File: src/rtl/hm10_pkg.sv
`default_nettype none
// ============================================================================
// Module      : hm10_pkg
// Description : Shared constants for the HM-10 BLE sender/receiver pair.
// Revision    : 1.0 - initial release
// ============================================================================
package hm10_pkg;

    localparam int HM10_CLOCK_FREQ = 50_000_000;
    localparam int HM10_BAUD       = 9600;

    localparam logic [7:0] CR = 8'h0D;
    localparam logic [7:0] LF = 8'h0A;

    localparam logic [31:0] CMD_FEED = 32'h4645_4544;  // "FEED"
    localparam logic [31:0] CMD_STAT = 32'h5354_4154;  // "STAT"

    localparam logic [2:0] RX_IDLE  = 3'd0;
    localparam logic [2:0] RX_START = 3'd1;
    localparam logic [2:0] RX_DATA  = 3'd2;
    localparam logic [2:0] RX_STOP  = 3'd3;
    localparam logic [2:0] RX_BREAK = 3'd4;

    function automatic logic is_terminator(input logic [7:0] b);
        return (b == CR) || (b == LF);
    endfunction

endpackage
`default_nettype wire

File: src/rtl/hm10_receiver_uart_rx_core.sv
`default_nettype none
// ============================================================================
// Module      : uart_rx_core
// Description : 8N1 UART receiver with 2-flop input synchronizer and break hold.
// Revision    : 1.0 - initial release
// ============================================================================
module uart_rx_core
    import hm10_pkg::*;
#(
    parameter int CLOCK_FREQ = HM10_CLOCK_FREQ,
    parameter int BAUD       = HM10_BAUD
) (
    input  logic       clk,
    input  logic       rst_n,
    input  logic       rx,
    output logic [7:0] data_out,
    output logic       data_valid,
    output logic       frame_err
);

    localparam int CLKS_PER_BIT = CLOCK_FREQ / BAUD;
    localparam int CNT_W        = $clog2(CLKS_PER_BIT + 1);
    localparam logic [CNT_W-1:0] C_HALF = CNT_W'(CLKS_PER_BIT / 2);
    localparam logic [CNT_W-1:0] C_FULL = CNT_W'(CLKS_PER_BIT);

    logic [1:0]       r_sync;
    logic [2:0]       r_state;
    logic [CNT_W-1:0] r_cnt;
    logic [2:0]       r_bit_idx;
    logic [7:0]       r_shift;
    logic [7:0]       r_data_out;
    logic             r_data_valid;
    logic             r_frame_err;

    logic             w_rx_s;
    logic [CNT_W-1:0] w_cnt_next;

    assign w_rx_s     = r_sync[1];
    assign w_cnt_next = r_cnt + CNT_W'(1);

    // Comparing the incremented count makes the decision land exactly
    // CLKS_PER_BIT/2 (then CLKS_PER_BIT) cycles after the counter was cleared.
    always_ff @(posedge clk or negedge rst_n) begin
        if (!rst_n) begin
            r_sync       <= 2'b11;
            r_state      <= RX_IDLE;
            r_cnt        <= '0;
            r_bit_idx    <= '0;
            r_shift      <= '0;
            r_data_out   <= '0;
            r_data_valid <= 1'b0;
            r_frame_err  <= 1'b0;
        end else begin
            r_sync       <= {r_sync[0], rx};
            r_data_valid <= 1'b0;
            r_frame_err  <= 1'b0;
            case (r_state)
                RX_IDLE: begin
                    r_cnt     <= '0;
                    r_bit_idx <= '0;
                    if (!w_rx_s)
                        r_state <= RX_START;
                end
                RX_START: begin
                    if (w_cnt_next == C_HALF) begin
                        r_cnt   <= '0;
                        r_state <= w_rx_s ? RX_IDLE : RX_DATA;
                    end else begin
                        r_cnt <= w_cnt_next;
                    end
                end
                RX_DATA: begin
                    if (w_cnt_next == C_FULL) begin
                        r_cnt     <= '0;
                        r_shift   <= {w_rx_s, r_shift[7:1]};
                        r_bit_idx <= r_bit_idx + 3'd1;
                        if (r_bit_idx == 3'd7)
                            r_state <= RX_STOP;
                    end else begin
                        r_cnt <= w_cnt_next;
                    end
                end
                RX_STOP: begin
                    if (w_cnt_next == C_FULL) begin
                        r_cnt <= '0;
                        if (w_rx_s) begin
                            r_data_out   <= r_shift;
                            r_data_valid <= 1'b1;
                            r_state      <= RX_IDLE;
                        end else begin
                            r_frame_err <= 1'b1;
                            r_state     <= RX_BREAK;
                        end
                    end else begin
                        r_cnt <= w_cnt_next;
                    end
                end
                RX_BREAK: begin
                    if (w_rx_s)
                        r_state <= RX_IDLE;
                end
                default: r_state <= RX_IDLE;
            endcase
        end
    end

    assign data_out   = r_data_out;
    assign data_valid = r_data_valid;
    assign frame_err  = r_frame_err;

endmodule
`default_nettype wire

File: src/rtl/hm10_receiver.sv
`default_nettype none
// ============================================================================
// Module      : hm10_receiver
// Description : HM-10 downlink UART receiver plus FEED/STAT line decoder.
// Revision    : 1.0 - initial release
// ============================================================================
module hm10_receiver
    import hm10_pkg::*;
#(
    parameter int CLOCK_FREQ = HM10_CLOCK_FREQ,
    parameter int BAUD       = HM10_BAUD
) (
    input  logic       clk,
    input  logic       rst_n,
    input  logic       rx,
    output logic [7:0] data_out,
    output logic       data_valid,
    output logic       frame_err,
    output logic       cmd_feed,
    output logic       cmd_status,
    output logic       cmd_unknown
);

    logic [7:0]  w_byte;
    logic        w_valid;
    logic        w_ferr;

    logic [31:0] r_buf;
    logic [2:0]  r_len;
    logic        r_ovf;
    logic        r_cmd_feed;
    logic        r_cmd_status;
    logic        r_cmd_unknown;

    uart_rx_core #(
        .CLOCK_FREQ (CLOCK_FREQ),
        .BAUD       (BAUD)
    ) u_core (
        .clk        (clk),
        .rst_n      (rst_n),
        .rx         (rx),
        .data_out   (w_byte),
        .data_valid (w_valid),
        .frame_err  (w_ferr)
    );

    // First character of a line ends up in the MSB byte, matching the literals.
    always_ff @(posedge clk or negedge rst_n) begin
        if (!rst_n) begin
            r_buf         <= '0;
            r_len         <= '0;
            r_ovf         <= 1'b0;
            r_cmd_feed    <= 1'b0;
            r_cmd_status  <= 1'b0;
            r_cmd_unknown <= 1'b0;
        end else begin
            r_cmd_feed    <= 1'b0;
            r_cmd_status  <= 1'b0;
            r_cmd_unknown <= 1'b0;
            if (w_ferr) begin
                r_buf <= '0;
                r_len <= '0;
                r_ovf <= 1'b0;
            end else if (w_valid) begin
                if (is_terminator(w_byte)) begin
                    if (r_len == 3'd0 && !r_ovf) begin
                        // empty line, e.g. LF of a CRLF pair
                    end else if (!r_ovf && r_len == 3'd4 && r_buf == CMD_FEED) begin
                        r_cmd_feed <= 1'b1;
                    end else if (!r_ovf && r_len == 3'd4 && r_buf == CMD_STAT) begin
                        r_cmd_status <= 1'b1;
                    end else begin
                        r_cmd_unknown <= 1'b1;
                    end
                    r_buf <= '0;
                    r_len <= '0;
                    r_ovf <= 1'b0;
                end else if (r_len == 3'd4) begin
                    r_ovf <= 1'b1;
                end else begin
                    r_buf <= {r_buf[23:0], w_byte};
                    r_len <= r_len + 3'd1;
                end
            end
        end
    end

    assign data_out    = w_byte;
    assign data_valid  = w_valid;
    assign frame_err   = w_ferr;
    assign cmd_feed    = r_cmd_feed;
    assign cmd_status  = r_cmd_status;
    assign cmd_unknown = r_cmd_unknown;

endmodule
`default_nettype wire

File: config.mk
export PLATFORM = sky130hd
export DESIGN_NAME = hm10_receiver
export DESIGN_NICKNAME = d
export VERILOG_FILES = /design/src/rtl/hm10_pkg.sv /design/src/rtl/hm10_receiver_uart_rx_core.sv /design/src/rtl/hm10_receiver.sv
export SDC_FILE = /design/constraint.sdc
export NUM_CORES = 1
export LEC_CHECK = 0
export CAP_MARGIN = 10
export CORE_UTILIZATION = 30
export CTS_CLUSTER_DIAMETER = 80
export DETAILED_ROUTE_END_ITERATION = 6
export PLACE_DENSITY = 0.49
export SLEW_MARGIN = 15
export SYNTH_ARGS = -nofsm -noshare
export SYNTH_HDL_FRONTEND = slang
export SYNTH_HIERARCHICAL = 1
export SYNTH_SLANG_ARGS = --single-unit
File: constraint.sdc
create_clock -name clk -period 2.6 [get_ports clk]
set_input_delay 0.52 -clock clk [delete_from_list [all_inputs] [get_ports clk]]
set_output_delay 0.52 -clock clk [all_outputs]
set_load 0.01 [all_outputs]
# Word-level counts from Yosys, hierarchy flattened
# Cells that the tools add are included.
dict set report totals {
  output_inout_bits 13
  wordCells 104
  register_bits 78
}
dict set report op_classes {
  reduce_logical 19
  eq_ne 19
  addsub 3
  muxes 49
}
# operator n
set ops {}
lappend ops {{two-way mux 32 bit} 4}
lappend ops {{equality test 32 x 31 -> 1 bit, second input constant} 2}
lappend ops {{case mux 13 bit (3 select lines)} 1}
lappend ops {{two-way mux 3 bit} 12}
lappend ops {{two-way mux 1 bit} 27}
lappend ops {{two-way mux 13 bit} 2}
lappend ops {{equality test 8 x 4 -> 1 bit, second input constant} 2}
lappend ops {{case mux 3 bit (5 select lines)} 1}
lappend ops {{adder 13 x 1 -> 13 bit, second input constant} 1}
lappend ops {{equality test 13 x 12 -> 1 bit, second input constant} 1}
lappend ops {{equality test 13 bit, second input constant} 1}
lappend ops {{inequality test 2 x 1 -> 1 bit, second input constant} 5}
lappend ops {{equality test 3 bit, second input constant} 3}
lappend ops {{AND reduction 2 bit} 4}
lappend ops {{adder 3 x 1 -> 3 bit, second input constant} 2}
lappend ops {{equality test 3 x 2 -> 1 bit, second input constant} 2}
lappend ops {{zero test 3 bit} 2}
lappend ops {{case mux 3 bit (2 select lines)} 1}
lappend ops {{AND reduction 6 bit} 1}
lappend ops {{nonzero test 3 bit} 2}
lappend ops {{logical AND 1 bit} 4}
lappend ops {{nonzero test 2 bit} 2}
lappend ops {{equality test 3 x 1 -> 1 bit, second input constant} 1}
lappend ops {{inequality test 3 x 2 -> 1 bit, second input constant} 1}
lappend ops {{other kinds (6)} 6}

# Logic depth before layout (Yosys ltp)
dict set report depth {
  ltp_word 9
  depth_mapped 9
}

# By module
# The synthesis kept the hierarchy.
# module n_inst cells_each area_per_inst_um2 seq_area_each_um2
set by_module_without_submodules {}
lappend by_module_without_submodules {uart_rx_core 1 188 1966.9 978.4}
lappend by_module_without_submodules {hm10_receiver 1 126 1637.8 975.9}

# Worst setup path before layout
# No wires, ideal clock.
dict set report synth_timing {
  path_type {flip-flop to flip-flop}
  start {register u_core.r_cnt[0]}
  end {register u_core.r_shift[0]}
  required_ps 2475
  setup_time_ps 125
  path_stages_with_launch 9
  setup_slack_ps -53
  arrival_time_ps 2528
  cell_sequence {dfrtp_1 ha_1 and2_1 buf_6 nand3b_1 or4_4 or3_4 nor3b_4 mux2_2}
}
dict set report synth_between {
  elab_chain_len 3
}
# element line_no
set synth_rtl {}
lappend synth_rtl {{start, declared} hm10_receiver_uart_rx_core.sv:28} ;# logic [CNT_W-1:0] r_cnt;
lappend synth_rtl {{start signal, assigned} hm10_receiver_uart_rx_core.sv:69} ;# r_cnt <= w_cnt_next;
lappend synth_rtl {{start signal, assigned} hm10_receiver_uart_rx_core.sv:80} ;# r_cnt <= w_cnt_next;
lappend synth_rtl {{start signal, assigned} hm10_receiver_uart_rx_core.sv:95} ;# r_cnt <= w_cnt_next;
lappend synth_rtl {{adder 13 x 1 -> 13 bit} hm10_receiver_uart_rx_core.sv:39} ;# assign w_cnt_next = r_cnt + CNT_W'(1);
lappend synth_rtl {{equality test 13 bit} hm10_receiver_uart_rx_core.sv:73} ;# if (w_cnt_next == C_FULL) begin
lappend synth_rtl {{AND reduction 2 bit (no line)} -}
lappend synth_rtl {{end signal, assigned} hm10_receiver_uart_rx_core.sv:75} ;# r_shift <= {w_rx_s, r_shift[7:1]};
lappend synth_rtl {{end, declared} hm10_receiver_uart_rx_core.sv:30} ;# logic [7:0] r_shift;
# No other way between the ends.
# A chain may end at the register's enable or synchronous reset.

# Worst setup path in the final report
dict set report layout_timing {
  start {register u_core.r_cnt[0]}
  end {register u_core.r_shift[4]}
}
# Same word-level chain as after synthesis.

==> metrics.md <==
| Metric | Value |
|---|---|
| Post-Syn Nets | `between 300 and 400` |
| Final Critical Period | `approximately 2.5 ns` |
| GRT Overall Usage | `about 14%` |
| Routed WL per cell | `15.9 µm` |
| CP max stage delay | `approximately 0.51 ns` |
| Layout area overhead | `21.6%` |
| Fillcell total | `1136` |
| Status | `completed` |
| Drt first pass iters | `4` |
| Clock buffer count from CTS | `9` |
| Post-DP HPWL | `5.30 mm` |
| Global placement routability congestion | `just under 0.8` |
| Largest net degree at the start of global routing | `46` |
| Post-synthesis register bit count | `78` |
| Count of warnings emitted by yosys | `6` |
| CP cell instances | `ha_2 > and2_4 > nand3b_1 > or4_4 > or3_4 > nor3b_4 > buf_12 > mux2_2` |
| Drc violations | `0` |
| Static Leak | `between 1.5 and 2 nW` |
| VDD IR-drop max | `between 0.3 and 0.4 mV` |
| Share of the core filled with cells | `between 30% and 40%` |
| Share of flip-flops with an asynchronous set or reset | `100%` |
| CTS Root Cell | `clkbuf_16` |
| GRT overflow | `0` |
| Pins Over Slew Limit | `0` |
| Input/output buffers | `15` |
| Top cell type's share of synthesized area | `~53%` |
| Worst clock skew | `between 0.008 and 0.009 ns` |
| Vias in the first global route | `2577` |
| Hold crit path type | `in -> async` |
| Row count | `39` |
| Total power | `between 2 and 3 mW` |
| Critical path endpoint category | `register` |
| Crit-path max FO | `8` |
| Fmax | `0.400 GHz` |
| Die area | `roughly 12000 µm²` |
| Die Span X | `between 100 and 150 µm` |
| N_diodes | `0` |
| Critical path's slowest cell | `or4_4` |
| Synthesized area per cell | `~11 µm²` |
| Routed vias/inst | `5.28` |
| Most common cell after layout, fill and taps aside | `dfrtp_1` |
| Clock sink count | `slightly below 80` |
| Setup Slack @ Placement | `-0.0504 ns` |
| CTS clk-pin slew, worst paths | `roughly 0.06 ns` |
| Via count | `between 2000 and 3000` |
| Post-route ant nets | `0` |
| Worst-Skew Late Latency | `0.33 ns` |
| Dominant synthesized flop cell | `dfrtp_1` |
| RSZ-0062 raised after global routing | `no` |
| Max_slew headroom | `~54%` |
| Initial Util | `31.2%` |
| Data arrival, critical path | `2.72 ns` |
| Final wirelength | `slightly below 8 mm` |
| Htree depth | `3` |
| CTS tree | `built` |
| Crit path kind | `reg -> reg` |
| I/O pins | `16` |
| First-pass GRT wire length | `between 10 and 15 mm` |
| Sequential element share of the synthesized area | `about 54%` |
| 1st-iter DRT viols | `approximately 160` |
| Max-cap violations | `0` |
| Worst EP required | `~2.8 ns` |
| EDFF count, synth | `0` |
| Sum Neg Setup Slack | `0 ns` |
| Mapped cell area | `3600 µm²` |
| Maximum clock path buffer count | `2` |
| Final #Nets | `350` |
| Largest cells by area after synthesis | `dfrtp_1 (53%), a22o_1 (8.0%), mux2_2 (5.6%)` |
| Pwr Density | `between 600 and 700 nW/µm²` |
| Post-synth cell types | `56` |
| Period utilization | `a little over nine tenths` |
| Setup WS post-layout | `between 0.09 and 0.1 ns` |
| Cell count after synthesis | `around 310` |
| Worst-Margin Slew | `about 0.7 ns` |
| Die Ht | `approximately 110 µm` |
| Core Area | `approximately 12000 µm²` |
| Layout cells sized above 1 | `21.6%` |
| Final setup vio count | `0` |
| Startpoint Class | `register` |
| Commonest non-fill, non-tap cells in the layout | `dfrtp_1 (75), a22o_1 (33), nand2_1 (21)` |
| Initial antenna violation count | `0` |
| Post-synth top area cell | `dfrtp_1` |
| Final hold vios | `0` |
==> per-stage QoR <==
stage | area, µm² | hold slack, ns | cells
global route | 4380 | 0.231 | 490
CTS | 4350 | 0.211 | 489
global placement | 4000 | 0.346 | 472
detailed placement | 4000 | 0.348 | 472
floorplan | 3600 | 0.224 | 314
finish | 4380 | 0.184 | 490
==> area by class of cell <==
cell class / count / area (µm²) / share of cell area [%]
Tap cell: 143 / 179 / 4.08
Multi-Input combinational cell: 213 / 1580 / 36.0
Clock inverter: 6 / 111 / 2.54
Inverter: 5 / 18.8 / 0.428
Clock buffer: 10 / 229 / 5.22
Sequential cell: 78 / 1960 / 44.6
Timing Repair Buffer: 35 / 310 / 7.08
==> final timing paths <==
check | start | end | slack (ns) | depth (start not counted)
max | u_core/r_cnt[0]$_DFFE_PN0P_ | u_core/r_shift[4]$_DFFE_PN0P_ | 0.1 | 8
max in group asynchronous | rst_n | u_core/r_cnt[3]$_DFFE_PN0P_ | 1.78 | 2
max reg2reg | u_core/r_cnt[0]$_DFFE_PN0P_ | u_core/r_shift[4]$_DFFE_PN0P_ | 0.1 | 8
min in group clk | u_core/r_sync[0]$_DFF_PN1_ | u_core/r_sync[1]$_DFF_PN1_ | 0.36 | 0
min | rst_n | cmd_status$_DFF_PN0_ | 0.18 | 1
min reg2reg | u_core/r_sync[0]$_DFF_PN1_ | u_core/r_sync[1]$_DFF_PN1_ | 0.36 | 0
==> registers in the layout, summed over array words and instances (netlist names) <==
signal	cells
u_core/r_cnt	13
u_core/frame_err	1
r_len	3
u_core/r_shift	8
r_buf	32
u_core/r_state	3
r_ovf	1
cmd_status	1
u_core/r_sync	2
cmd_unknown	1
cmd_feed	1
u_core/data_out	8
u_core/data_valid	1
u_core/r_bit_idx	3
==> critical path: cells and delay by family, from the launching register on <==
| family | cells | cell delay (ns) |
|---|---|---|
| and+or+nand+nor | 5 | 1.36 |
| muxes | 1 | 0.33 |
| adders and majority gates | 1 | 0.19 |
| buffers and inverters | 1 | 0.15 |
| DFF | 1 | 0.36 |
==> kinds of logic (layout without fill, tap and decap cells) <==
kind of cell,Yosys count,after routing,share of synthesized area (%)
compound gates,72,72,15.7
xor+xnor,3,3,0.729
fa+ha+maj,5,5,1.74
buf+inv,23,56,2.88
flops,78,78,54.2
mux,24,24,7.29
simple gates,109,109,17.5
==> power breakdown <==
group,total [mW],internal (mW),switching [mW]
registers,1.22,1.22,0.00149
logic,0.0306,0.00579,0.0248
clock network,1.43,0.938,0.496
==> layer usage <==
| metal | GRT usage (%) | up-vias | part of all wire, % |
|---|---|---|---|
| li1 | - | 1238 | - |
| met1 | 19.3 | 1295 | 51 |
| met4 | 5.68 | 0 | 1.9 |
| met3 | 3.65 | 13 | 3.3 |
| met2 | 20.0 | 41 | 44 |
| met5 | 0 | - | 0 |
==> synth_stat cells (all sizes together) (2+ instances only) <==
cell type	instances
a211oi	4
a21o	2
a21oi	8
a22o	35
a31oi	3
a32o	2
and2	2
and3	2
and4	3
buf	9
clkbuf	9
dfrtp	76
dfstp	2
ha	5
inv	5
mux2	18
mux2i	6
nand2	21
nand2b	6
nand3	9
nand3b	2
nand4	5
nor2	21
nor2b	3
nor3	12
nor3b	4
nor4	3
nor4b	3
nor4bb	2
o211a	2
o21ai	7
or4	3
or4b	2
xnor2	3
==> what timing repair did <==
| item | CTS | global route |
|---|---|---|
| endpoints found under the setup margin | 11 | 22 |
| hold buffers | 0 | 0 |
| pin swaps | 0 | 4 |
| buffers inserted | 1 | 1 |
| endpoints found under the hold margin | 0 | 0 |
| resized for setup | 0 | 7 |
No activity file was read; power rests on OpenSTA's default activity.
